**config.mk**
```make
export PLATFORM = sky130hd
export DESIGN_NAME = uart_rx_tick
export DESIGN_NICKNAME = d
export VERILOG_FILES = /design/src/rtl/uart_pkg.sv /design/src/rtl/sync_2ff.sv /design/src/rtl/uart_rx_tick.sv
export SDC_FILE = /design/constraint.sdc
export NUM_CORES = 1
export LEC_CHECK = 0
export ABC_AREA = 1
export CORE_AREA = 2 2 54 56
export DETAILED_ROUTE_END_ITERATION = 8
export DIE_AREA = 0 0 56 58
export PLACE_DENSITY = 0.74
export RECOVER_POWER = 25
export SLEW_MARGIN = 10
export SYNTH_ARGS = -nofsm -noshare
export SYNTH_HDL_FRONTEND = slang
export SYNTH_SLANG_ARGS = --single-unit
```
**constraint.sdc**
```tcl
create_clock -name clk -period 2 [get_ports clk]
set_clock_uncertainty 0.15 [all_clocks]
set_input_delay 0.5 -clock clk [delete_from_list [all_inputs] [get_ports clk]]
set_output_delay 0.5 -clock clk [all_outputs]
set_load 0.02 [all_outputs]
```
**src/rtl/uart_pkg.sv**
```systemverilog
// rtl/uart_pkg.sv - shared UART receiver state encoding and oversampling constants
package uart_pkg;

    typedef enum logic [2:0] {
        IDLE,
        START,
        DATA,
        PARITY,
        STOP
    } state_t;

    localparam int OVERSAMPLE = 16;
    localparam int MID_TICK   = 7;

endpackage

```
**src/rtl/sync_2ff.sv**
```systemverilog
// rtl/sync_2ff.sv - two-flop synchronizer with configurable reset value
module sync_2ff #(
    parameter logic RESET_VAL = 1'b1
) (
    input  logic clk,
    input  logic reset_n,
    input  logic d,
    output logic q
);

    logic meta;

    always_ff @(posedge clk or negedge reset_n) begin
        if (!reset_n) begin
            meta <= RESET_VAL;
            q    <= RESET_VAL;
        end else begin
            meta <= d;
            q    <= meta;
        end
    end

endmodule

```
**src/rtl/uart_rx_tick.sv**
```systemverilog
// rtl/uart_rx_tick.sv - 16x oversampling UART receiver driven by an external s_tick
// Optional even-parity stage and parity_err port enabled by UART_RX_PARITY_EN.
module uart_rx_tick
    import uart_pkg::*;
#(
    parameter int DBIT    = 8,
    parameter int SB_TICK = 16
) (
    input  logic            clk,
    input  logic            reset_n,
    input  logic            s_tick,
    input  logic            rx,
    output logic            rx_done_tick,
    output logic [DBIT-1:0] dout,
    output logic            frame_err
`ifdef UART_RX_PARITY_EN
    ,
    output logic            parity_err
`endif
);

    // Stop phase may run past 16 ticks (1.5 or 2 stop bits), so s widens then.
    localparam int SW = (SB_TICK > OVERSAMPLE) ? 5 : 4;
    localparam int NW = $clog2(DBIT);

    state_t          state;
    logic [SW-1:0]   s;
    logic [NW-1:0]   n;
    logic [DBIT-1:0] b;
    logic            rx_s;
`ifdef UART_RX_PARITY_EN
    logic            par_bad;
`endif

    sync_2ff #(.RESET_VAL(1'b1)) u_sync (
        .clk     (clk),
        .reset_n (reset_n),
        .d       (rx),
        .q       (rx_s)
    );

    assign dout = b;

    always_ff @(posedge clk or negedge reset_n) begin
        if (!reset_n) begin
            state        <= IDLE;
            s            <= '0;
            n            <= '0;
            b            <= '0;
            rx_done_tick <= 1'b0;
            frame_err    <= 1'b0;
`ifdef UART_RX_PARITY_EN
            par_bad      <= 1'b0;
            parity_err   <= 1'b0;
`endif
        end else begin
            rx_done_tick <= 1'b0;
            case (state)
                IDLE: begin
                    if (!rx_s) begin
                        state <= START;
                        s     <= '0;
                    end
                end
                START: begin
                    if (s_tick) begin
                        if (s == SW'(MID_TICK)) begin
                            // A start bit that is high again at mid-bit was a glitch.
                            if (!rx_s) begin
                                state <= DATA;
                                s     <= '0;
                                n     <= '0;
                            end else begin
                                state <= IDLE;
                            end
                        end else begin
                            s <= s + 1'b1;
                        end
                    end
                end
                DATA: begin
                    if (s_tick) begin
                        if (s == SW'(OVERSAMPLE - 1)) begin
                            s <= '0;
                            b <= {rx_s, b[DBIT-1:1]};
                            if (n == NW'(DBIT - 1)) begin
`ifdef UART_RX_PARITY_EN
                                state <= PARITY;
`else
                                state <= STOP;
`endif
                            end else begin
                                n <= n + 1'b1;
                            end
                        end else begin
                            s <= s + 1'b1;
                        end
                    end
                end
`ifdef UART_RX_PARITY_EN
                PARITY: begin
                    if (s_tick) begin
                        if (s == SW'(OVERSAMPLE - 1)) begin
                            s       <= '0;
                            par_bad <= (^b) != rx_s;
                            state   <= STOP;
                        end else begin
                            s <= s + 1'b1;
                        end
                    end
                end
`endif
                STOP: begin
                    if (s_tick) begin
                        if (s == SW'(SB_TICK - 1)) begin
                            state        <= IDLE;
                            rx_done_tick <= 1'b1;
                            frame_err    <= ~rx_s;
`ifdef UART_RX_PARITY_EN
                            parity_err   <= par_bad;
`endif
                        end else begin
                            s <= s + 1'b1;
                        end
                    end
                end
                default: state <= IDLE;
            endcase
        end
    end

endmodule

```
After elaboration in Yosys (flattened, before gate mapping)

Index checks and enable logic that the tools add are counted.

Bits in registers: 22
Input port bits: 4
Output and inout port bits: 10
Word-level logic and storage cells: 64

Add/subtract/negate cells: 2
Eq/ne operators: 17
Multiplexer cells: 28
Bitwise logic cells: 1
Reductions and logical operators: 8

Operators with widths:

| cell                                                 | number |
|---|---|
| 2-to-1 mux 3 bit                                     | 14 |
| 2-to-1 mux 4 bit                                     | 7 |
| != test 2 bit (second input constant)                | 11 |
| one-hot mux 4 bit (4 select lines)                   | 1 |
| one-hot mux 3 bit (4 select lines)                   | 1 |
| AND reduction 8 bit                                  | 1 |
| AND reduction 7 bit                                  | 1 |
| equality test 3 bit (second input constant)          | 2 |
| one-hot mux 3 bit (2 select lines)                   | 1 |
| AND reduction 3 bit                                  | 2 |
| AND reduction 5 bit                                  | 1 |
| adder 4 x 1 -> 4 bit (second input constant)         | 1 |
| equality test 4 x 3 -> 1 bit (second input constant) | 1 |
| equality test 4 bit (second input constant)          | 1 |
| nonzero test 4 bit                                   | 1 |
| adder 3 x 1 -> 3 bit (second input constant)         | 1 |
| equality test 3 x 1 -> 1 bit (second input constant) | 1 |
| equality test 3 x 2 -> 1 bit (second input constant) | 1 |
| logical NOT 3 bit                                    | 1 |
| 2-to-1 mux 1 bit                                     | 3 |
| 2-to-1 mux 2 bit                                     | 1 |
| nonzero test 2 bit                                   | 1 |
| inverter 1 bit                                       | 1 |

Depth between registers and ports, before layout

Gate-level depths: netlist of the first run.

Depth after elaboration: 5
Gate-level depth with buffers: 9
Depth with buffers taken out: 9

Modules after synthesis

From an unflattened synthesis of the first run, not the netlist that was laid out.

Cells, all modules: 179
Area total of the unflattened synthesis: 1,283.7 um2

By module, submodules not included:

| module       | times used | cells an instance | area each (um2) | seq. area each (um2) |
|---|---|---|---|---|
| uart_rx_tick | 1          | 177               | 1,231.2         | 500.5 |
| sync_2ff     | 1          | 2                 | 52.6            | 52.6 |

Worst setup path after synthesis of the first run

Ideal clock, no wire load.

Kind: register -> register
Start point: reg s[0]
End point: reg b[0], in the netlist dout[0]
Library setup time: 0.125 ns
Arrival: 1.324 ns
Required time: 1.725 ns
Path slack: 0.401 ns
Stages on the path, launching flop included: 6
Path buffers: 0
Clock period less this slack: 1.599 ns
Path through: dfrtp_1 > ha_1 > nand3_4 > nor2_8 > nand2_8 > mux2_4

Word-level cells in the longest chain between the ends: 2

Ends and longest elaborated chain:

| element                       | RTL line            | text |
|---|---|---|
| start: declaration            | uart_rx_tick.sv:27  | `logic [SW-1:0] s;` |
| start signal: assignment      | uart_rx_tick.sv:77  | `s <= s + 1'b1;` |
| start signal: assignment      | uart_rx_tick.sv:96  | `s <= s + 1'b1;` |
| start signal: assignment      | uart_rx_tick.sv:123 | `s <= s + 1'b1;` |
| equality test 4 bit           | uart_rx_tick.sv:83  | `if (s == SW'(OVERSAMPLE - 1)) begin` |
| AND reduction 3 bit (no line) | --                  |  |
| end signal: assignment        | uart_rx_tick.sv:85  | `b <= {rx_s, b[DBIT-1:1]};` |
| end: declaration              | uart_rx_tick.sv:29  | `logic [DBIT-1:0] b;` |

No other way between the ends.
A chain may end at the register's enable or synchronous reset.

Worst setup path after layout of the first run

Start point: reg b[7], in the netlist dout[7]
End point: out dout[7]

RTL lines:

| element          | RTL line           | text |
|---|---|---|
| end: declaration | uart_rx_tick.sv:14 | `output logic [DBIT-1:0] dout,` |

No word-level cell between the ends.

==> out/qor.csv, run 1 <==
metric,value,unit
status,finished clean,
endpoints failing hold,0,
Setup crit end kind,output port,
total gr overflow,0,
Antenna diodes,0,
initial antenna violation count,0,
"Largest delay share family, worst path",buffers and inverters,
worst path required time,1.35,ns
max_cap viols,0,
Worst Hold Class,register to register,
first-pass GRT wire length,4.75,mm
Port Buffer Count,13,
setup repair bufs after CTS,0,
routability cong.,0.918,
worst hold endpoint,u_sync.q,
"Cell Chain, Critical Path",clkdlybuf4s50_1,
fin util,60.7,%
Critical path origin,dout[7],
worst path buffer plus inverter count,1,
area share of the largest cell type after synthesis,36.2,%
routed len/inst,12.7,µm
layout cells sized above 1,20.5,%
largest area contributor in the netlist,dfrtp_1,
DIE WIDTH,56,µm
CP max stage cell,clkdlybuf4s50_1,
Pleak,0.968,nW
Routed Antenna Nets,0,
Skew-Pair Late Insertion Delay,0.30,ns
FF/Latch Area,553,µm²
Critical Path Max Stage Delay,0.61,ns
total number of yosys warnings,0,
cells after synthesis,166,
"top cells by area, synth","dfrtp_1 36%, nand2_1 15%, mux2_4 7.6%",
GRT Overall Usage,18.4,%
"Clk pin slew, worst setup/hold paths",0.11,ns
Final setup viols,0,
vias in the first global route,1043,
CP Max Fanout,3,
sequential-to-total area share from yosys stat,40.0,%
critical path type,register to output port,
placed cells,212,
minimum clock period,1.94,ns
"Area growth, synth to finish",16.7,%
CTS tree,yes,
Crit path arrival time,1.29,ns
hpwl dp,2.05,mm
net count after synthesis,173,
DR iter-0 viols,46,
RSZ-0062 raised after global routing,no,
fin area,0.00162,mm²
Syn Std Cell Area,0.00138,mm²
Peak Freq,514,MHz
Syn Area/Cell,8.34,µm²
period utilization,97.2,%
Root Buffer,clkbuf_4,
multi-input logic area,757,µm²
r2r setup slk,0.17,ns
Clock Sinks,22,
via count,1143,
Netlist cell types,27,
overall die area,0.00325,mm²
placed cell areas,0.00157,mm²
largest net degree at the start of global routing,23,
Vias/cell,5.29,
R2R Path Start,s[0],
"Slew Viols, Final",0,
FF-to-FF path depth,8,
Die H,58,µm
fillcell total,231,
Num CTS Buffers,3,
startpoint types,register,
Initial Util,52.0,%
Worst Hold Path Cells,0,
H-tree depth,1,
WL final,2.75,mm
Max Root-Sink Buffers,2,
RR Endpoint,n[0],
Post-route DRC,0,
Rel. slew slack,20.5,%
Worst VDD drop,0.810,mV
Nets,193,
hold_ws,0.215,ns
PwrDens,1110,mW/mm²
Yosys reg bits,22,
Ports,14,
hold_sp,u_sync.meta,
fin cells,216,
core area,0.00266,mm²
DRT Pass-1 Iters,4,
num rows,19,
Slew @ Worst Pin,1.19,ns
-- cell usage after synthesis --
| master | instances |
|---|---|
| nand2_1 | 57 |
| nand3_1 | 15 |
| nor2_8 | 1 |
| a21oi_1 | 1 |
| dfstp_2 | 2 |
| ha_1 | 3 |
| a21oi_2 | 1 |
| nand4_1 | 2 |
| nand3b_1 | 3 |
| nor2_1 | 13 |
| o21ai_1 | 2 |
| o21bai_1 | 1 |
| nand3_2 | 1 |
| o21ai_4 | 1 |
| nor2_2 | 5 |
| dfrtp_1 | 20 |
| inv_4 | 1 |
| nand2_4 | 1 |
| nand2_2 | 3 |
| mux2_4 | 7 |
| inv_1 | 14 |
| inv_2 | 4 |
| nor2_4 | 3 |
| nand2_8 | 1 |
| nand3_4 | 2 |
| xor2_1 | 1 |
| o21ai_0 | 1 |
-- registers in the layout, summed over array words and instances (netlist names) --
register      flops
s                 4
frame_err         1
rx_done_tick      1
u_sync.q          1
n                 3
u_sync.meta       1
state             3
dout              8
-- routing by layer --
layer | GRT usage (%) | share of wire [%] | vias up
li1 | - | - | 569
met1 | 24.5 | 46 | 533
met2 | 30.9 | 48 | 35
met3 | 4.24 | 4.7 | 6
met4 | 4.42 | 1.2 | 0
met5 | 0 | 0 | -
-- cell type report --
cell class	count	area share, %
multi-input combinational	125	46.9
sequential	22	34.2
timing repair buffer	15	9.68
inverter	19	4.57
tap	31	2.40
clock buffer	4	2.25
-- metrics by stage --
stage	total power [mW]	TNS (ns)	setup WS [ns]
finish	1.79	0	0.0558
global route	1.95	0	0.0102
CTS	1.78	0	0.0238
detailed placement	1.54	-0.129	-0.0466
global placement	1.51	0	0.0198
floorplan	1.35	0	0.401
-- power breakdown --
| group | internal, mW | switching, mW | total [mW] |
|---|---|---|---|
| Sequential | 0.506 | 0.0884 | 0.594 |
| Clock | 0.111 | 0.128 | 0.239 |
| Combinational | 0.315 | 0.641 | 0.955 |
| Total | 0.931 | 0.857 | 1.79 |
-- what timing repair did --
item                       CTS  global route
gates resized for setup      0             6
hold buffers                 0             0
hold endpoints to repair     0             0
setup endpoints to repair    0             6
-- cell families (layout without fill, tap and decap cells) --
family | after synthesis | after routing | synth area share, %
and+or+nand+nor | 107 | 107 | 40.0
DFF | 22 | 22 | 40.0
buffers and inverters | 19 | 38 | 5.33
AOI/OAI and AO/OA | 7 | 7 | 3.80
muxes | 7 | 7 | 7.59
adders and majority gates | 3 | 3 | 2.71
xor gates and xnor gates | 1 | 1 | 0.633
-- worst max path at each step --
stage          cells after the start  slack [ns]  endpoint
2_1_floorplan                      5        0.40   dout[0]
3_3_place_gp                       8        0.02  state[1]
3_5_place_dp                       8       -0.05  state[1]
4_1_cts                            1        0.02   dout[2]
5_1_grt                            1        0.01   dout[7]
6_report                           1        0.06   dout[7]
-- cells in the final DEF (no fill, tap or decap), types with 2 or more instances in the layout --
master	instances
inv_1	14
nand3b_1	3
nand2_1	57
dfstp_2	2
nor2_4	3
dlymetal6s2s_1	6
clkdlybuf4s50_1	6
nand3_1	15
dfrtp_1	20
nor2_2	5
mux2_4	7
o21ai_1	2
ha_1	3
nand3_4	2
clkbuf_4	3
inv_2	4
nor2_1	13
nand2_2	3
nand4_1	2
No activity file was read; power rests on OpenSTA's default activity.
==> run 2: changes to the inputs <==
--- a/config.mk
+++ b/config.mk
@@ -6,10 +6,10 @@
 export NUM_CORES = 1
 export LEC_CHECK = 0
 export ABC_AREA = 1
-export CORE_AREA = 2 2 54 56
+export ABC_CLOCK_PERIOD_IN_PS = 2000
+export CORE_AREA = 2 2 81 83
 export DETAILED_ROUTE_END_ITERATION = 8
-export DIE_AREA = 0 0 56 58
-export PLACE_DENSITY = 0.74
+export DIE_AREA = 0 0 83 85
 export RECOVER_POWER = 25
 export SLEW_MARGIN = 10
 export SYNTH_ARGS = -nofsm -noshare
==> run 2 against run 1 <==
Clock-buffer cell count is 1 lower. Combinational power is 0.8% higher. Sequential share of layout area is 1.7 points lower. Largest cell class unchanged. Highest routed layer unchanged.
==> out/qor.csv, run 2 (synthesized netlist as in run 1, its figures left out) <==
metric,value,unit,change
vias in the first global route,1091,,was 1043
Clk pwr share,21.1,%,was 13.4%
worst path required time,1.35,ns,about the same
combinational share of power,49.2,%,was 53.4%
total gr overflow,0,,unchanged
DRT Pass-1 Iters,4,,unchanged
P_sw,860,µW,was 857 µW
Critical path origin,dout[7],,unchanged
hold_ws,0.209,ns,was 0.215 ns
"Hold-fix buffers, CTS",0,,unchanged
Root Buffer,clkbuf_8,,was clkbuf_4
CTS tree,yes,,unchanged
fin cells,263,,was 216
"commonest non-fill, non-tap cell in the layout",nand2_1,,unchanged
"Largest delay share family, worst path",buffers and inverters,,unchanged
sequential share of power,29.7,%,was 33.2%
worst path buffer plus inverter count,1,,unchanged
Worst Hold Path Cells,0,,unchanged
largest net degree at the start of global routing,23,,unchanged
Post-route DRC,0,,unchanged
CTS resizes,0,,unchanged
max reg flops,8,,unchanged
routed len/inst,10.8,µm,was 12.7 µm
critical path type,register to output port,,unchanged
hold_sp,u_sync.meta,,unchanged
routability cong.,0.872,,was 0.918
Skew-Pair Late Insertion Delay,0.26,ns,was 0.30 ns
"commonest cells after routing, fill and taps aside","57 x nand2_1, 20 x dfrtp_1, 15 x nand3_1",,unchanged
multi-input logic area,757,µm²,unchanged
overall die area,0.00706,mm²,was 0.00325 mm²
Routed Antenna Nets,0,,unchanged
period utilization,95.8,%,was 97.2%
H-tree depth,1,,unchanged
Rel. slew slack,61.5,%,was 20.5%
Peak Freq,522,MHz,was 514 MHz
initial antenna violation count,0,,unchanged
"Cell Chain, Critical Path",clkdlybuf4s50_1,,unchanged
placed cells,259,,was 212
num rows,29,,was 19
CP Max Fanout,3,,unchanged
Clock Sinks,22,,unchanged
status,finished clean,,unchanged
FF-to-FF path depth,8,,unchanged
Worst VDD drop,0.464,mV,was 0.810 mV
RSZ-0062 raised after global routing,no,,unchanged
Sw Share,43.9,%,was 47.9%
layout cells sized above 1,21.5,%,was 20.5%
endpoints failing hold,0,,unchanged
"Slew Viols, Final",0,,unchanged
Port Buffer Count,13,,unchanged
R2R Path Start,s[1],,was s[0]
Worst Hold Class,register to register,,unchanged
Max Root-Sink Buffers,2,,unchanged
GRT Overall Usage,8.56,%,was 18.4%
Die H,85,µm,was 58 µm
Setup crit end kind,output port,,unchanged
Levels on crit path,1,,unchanged
"Clk pin slew, worst setup/hold paths",0.08,ns,was 0.11 ns
Nets,194,,was 193
Critical Path Max Stage Delay,0.62,ns,was 0.61 ns
hpwl dp,2.17,mm,was 2.05 mm
Antenna diodes,0,,unchanged
DR iter-0 viols,63,,was 46
PwrDens,1150,mW/mm²,was 1110 mW/mm²
first-pass GRT wire length,4.99,mm,was 4.75 mm
WL final,2.85,mm,was 2.75 mm
CP max stage cell,clkdlybuf4s50_1,,unchanged
"Area growth, synth to finish",23.0,%,was 16.7%
via count,1096,,was 1143
Initial Util,22.3,%,was 52.0%
Pleak,0.878,nW,was 0.968 nW
Vias/cell,4.17,,was 5.29
Final setup viols,0,,unchanged
fillcell total,651,,was 231
Num CTS Buffers,3,,unchanged
DIE WIDTH,83,µm,was 56 µm
max_cap viols,0,,unchanged
FF/Latch Area,553,µm²,unchanged
startpoint types,register,,unchanged
minimum clock period,1.92,ns,was 1.94 ns
Ports,14,,unchanged
Slew @ Worst Pin,0.578,ns,was 1.19 ns
Internal,1.10,mW,was 931 µW
setup repair bufs after CTS,0,,unchanged
Crit path arrival time,1.27,ns,was 1.29 ns
core area,0.00620,mm²,was 0.00266 mm²
-- run 2: cell count changes in the layout (fill, tap and decap cells not counted), sizes merged --
cell / before / now
dlygate4sd3: 1 / 2
buf: 1 / 2
bufinv: 0 / 1
clkbuf: 5 / 4
dlymetal6s2s: 6 / 0
clkdlybuf4s50: 6 / 11
-- run 2: worst paths after layout --
kind,endpoint,slack (ns)
worst max-delay path,dout[7],0.08
worst min-delay path,u_sync.q,0.21
worst max register to register,n[1],0.26
worst min register to register,u_sync.q,0.21
max in group asynchronous,dout[1],0.70
min in group asynchronous,n[0],0.62
-- run 2: area by class of cell --
type | count | share of cell area (%)
timing repair buffer | 16 | 8.82
tap | 77 | 5.66
multi-input combinational | 125 | 44.5
sequential | 22 | 32.5
clock inverter | 1 | 1.76
inverter | 19 | 4.34
clock buffer | 3 | 2.43
-- run 2: stage by stage --
stage | TNS (ns) | cell area, µm² | total power [mW] | util [%] | setup WS [ns]
5_1_grt | 0 | 1700 | 2.13 | 27.4 | 0.0254
3_3_place_gp | -0.0548 | 1630 | 1.55 | 26.3 | -0.0145
3_5_place_dp | -0.128 | 1630 | 1.56 | 26.3 | -0.0345
6_report | 0 | 1700 | 1.96 | 27.4 | 0.0839
4_1_cts | 0 | 1700 | 1.98 | 27.5 | 0.0650
2_1_floorplan | 0 | 1380 | 1.35 | - | 0.401
-- run 2: routing by layer --
| layer | routed length (µm) | global-route usage, % | vias up |
|---|---|---|---|
| met3 | 84 | 2.04 | 4 |
| met2 | 1380 | 14.2 | 14 |
| met4 | 31 | 2.98 | 0 |
| li1 | - | - | 565 |
| met1 | 1350 | 10.9 | 513 |
| met5 | 0 | 0 | - |
-- run 2: power groups by stage --
stage	Combinational (mW)	Clock (mW)	Sequential, mW
2_1_floorplan	0.770	0	0.580
3_3_place_gp	0.965	0	0.589
3_5_place_dp	0.965	0	0.590
4_1_cts	0.970	0.430	0.581
5_1_grt	1.10	0.442	0.593
6_report	0.963	0.413	0.581
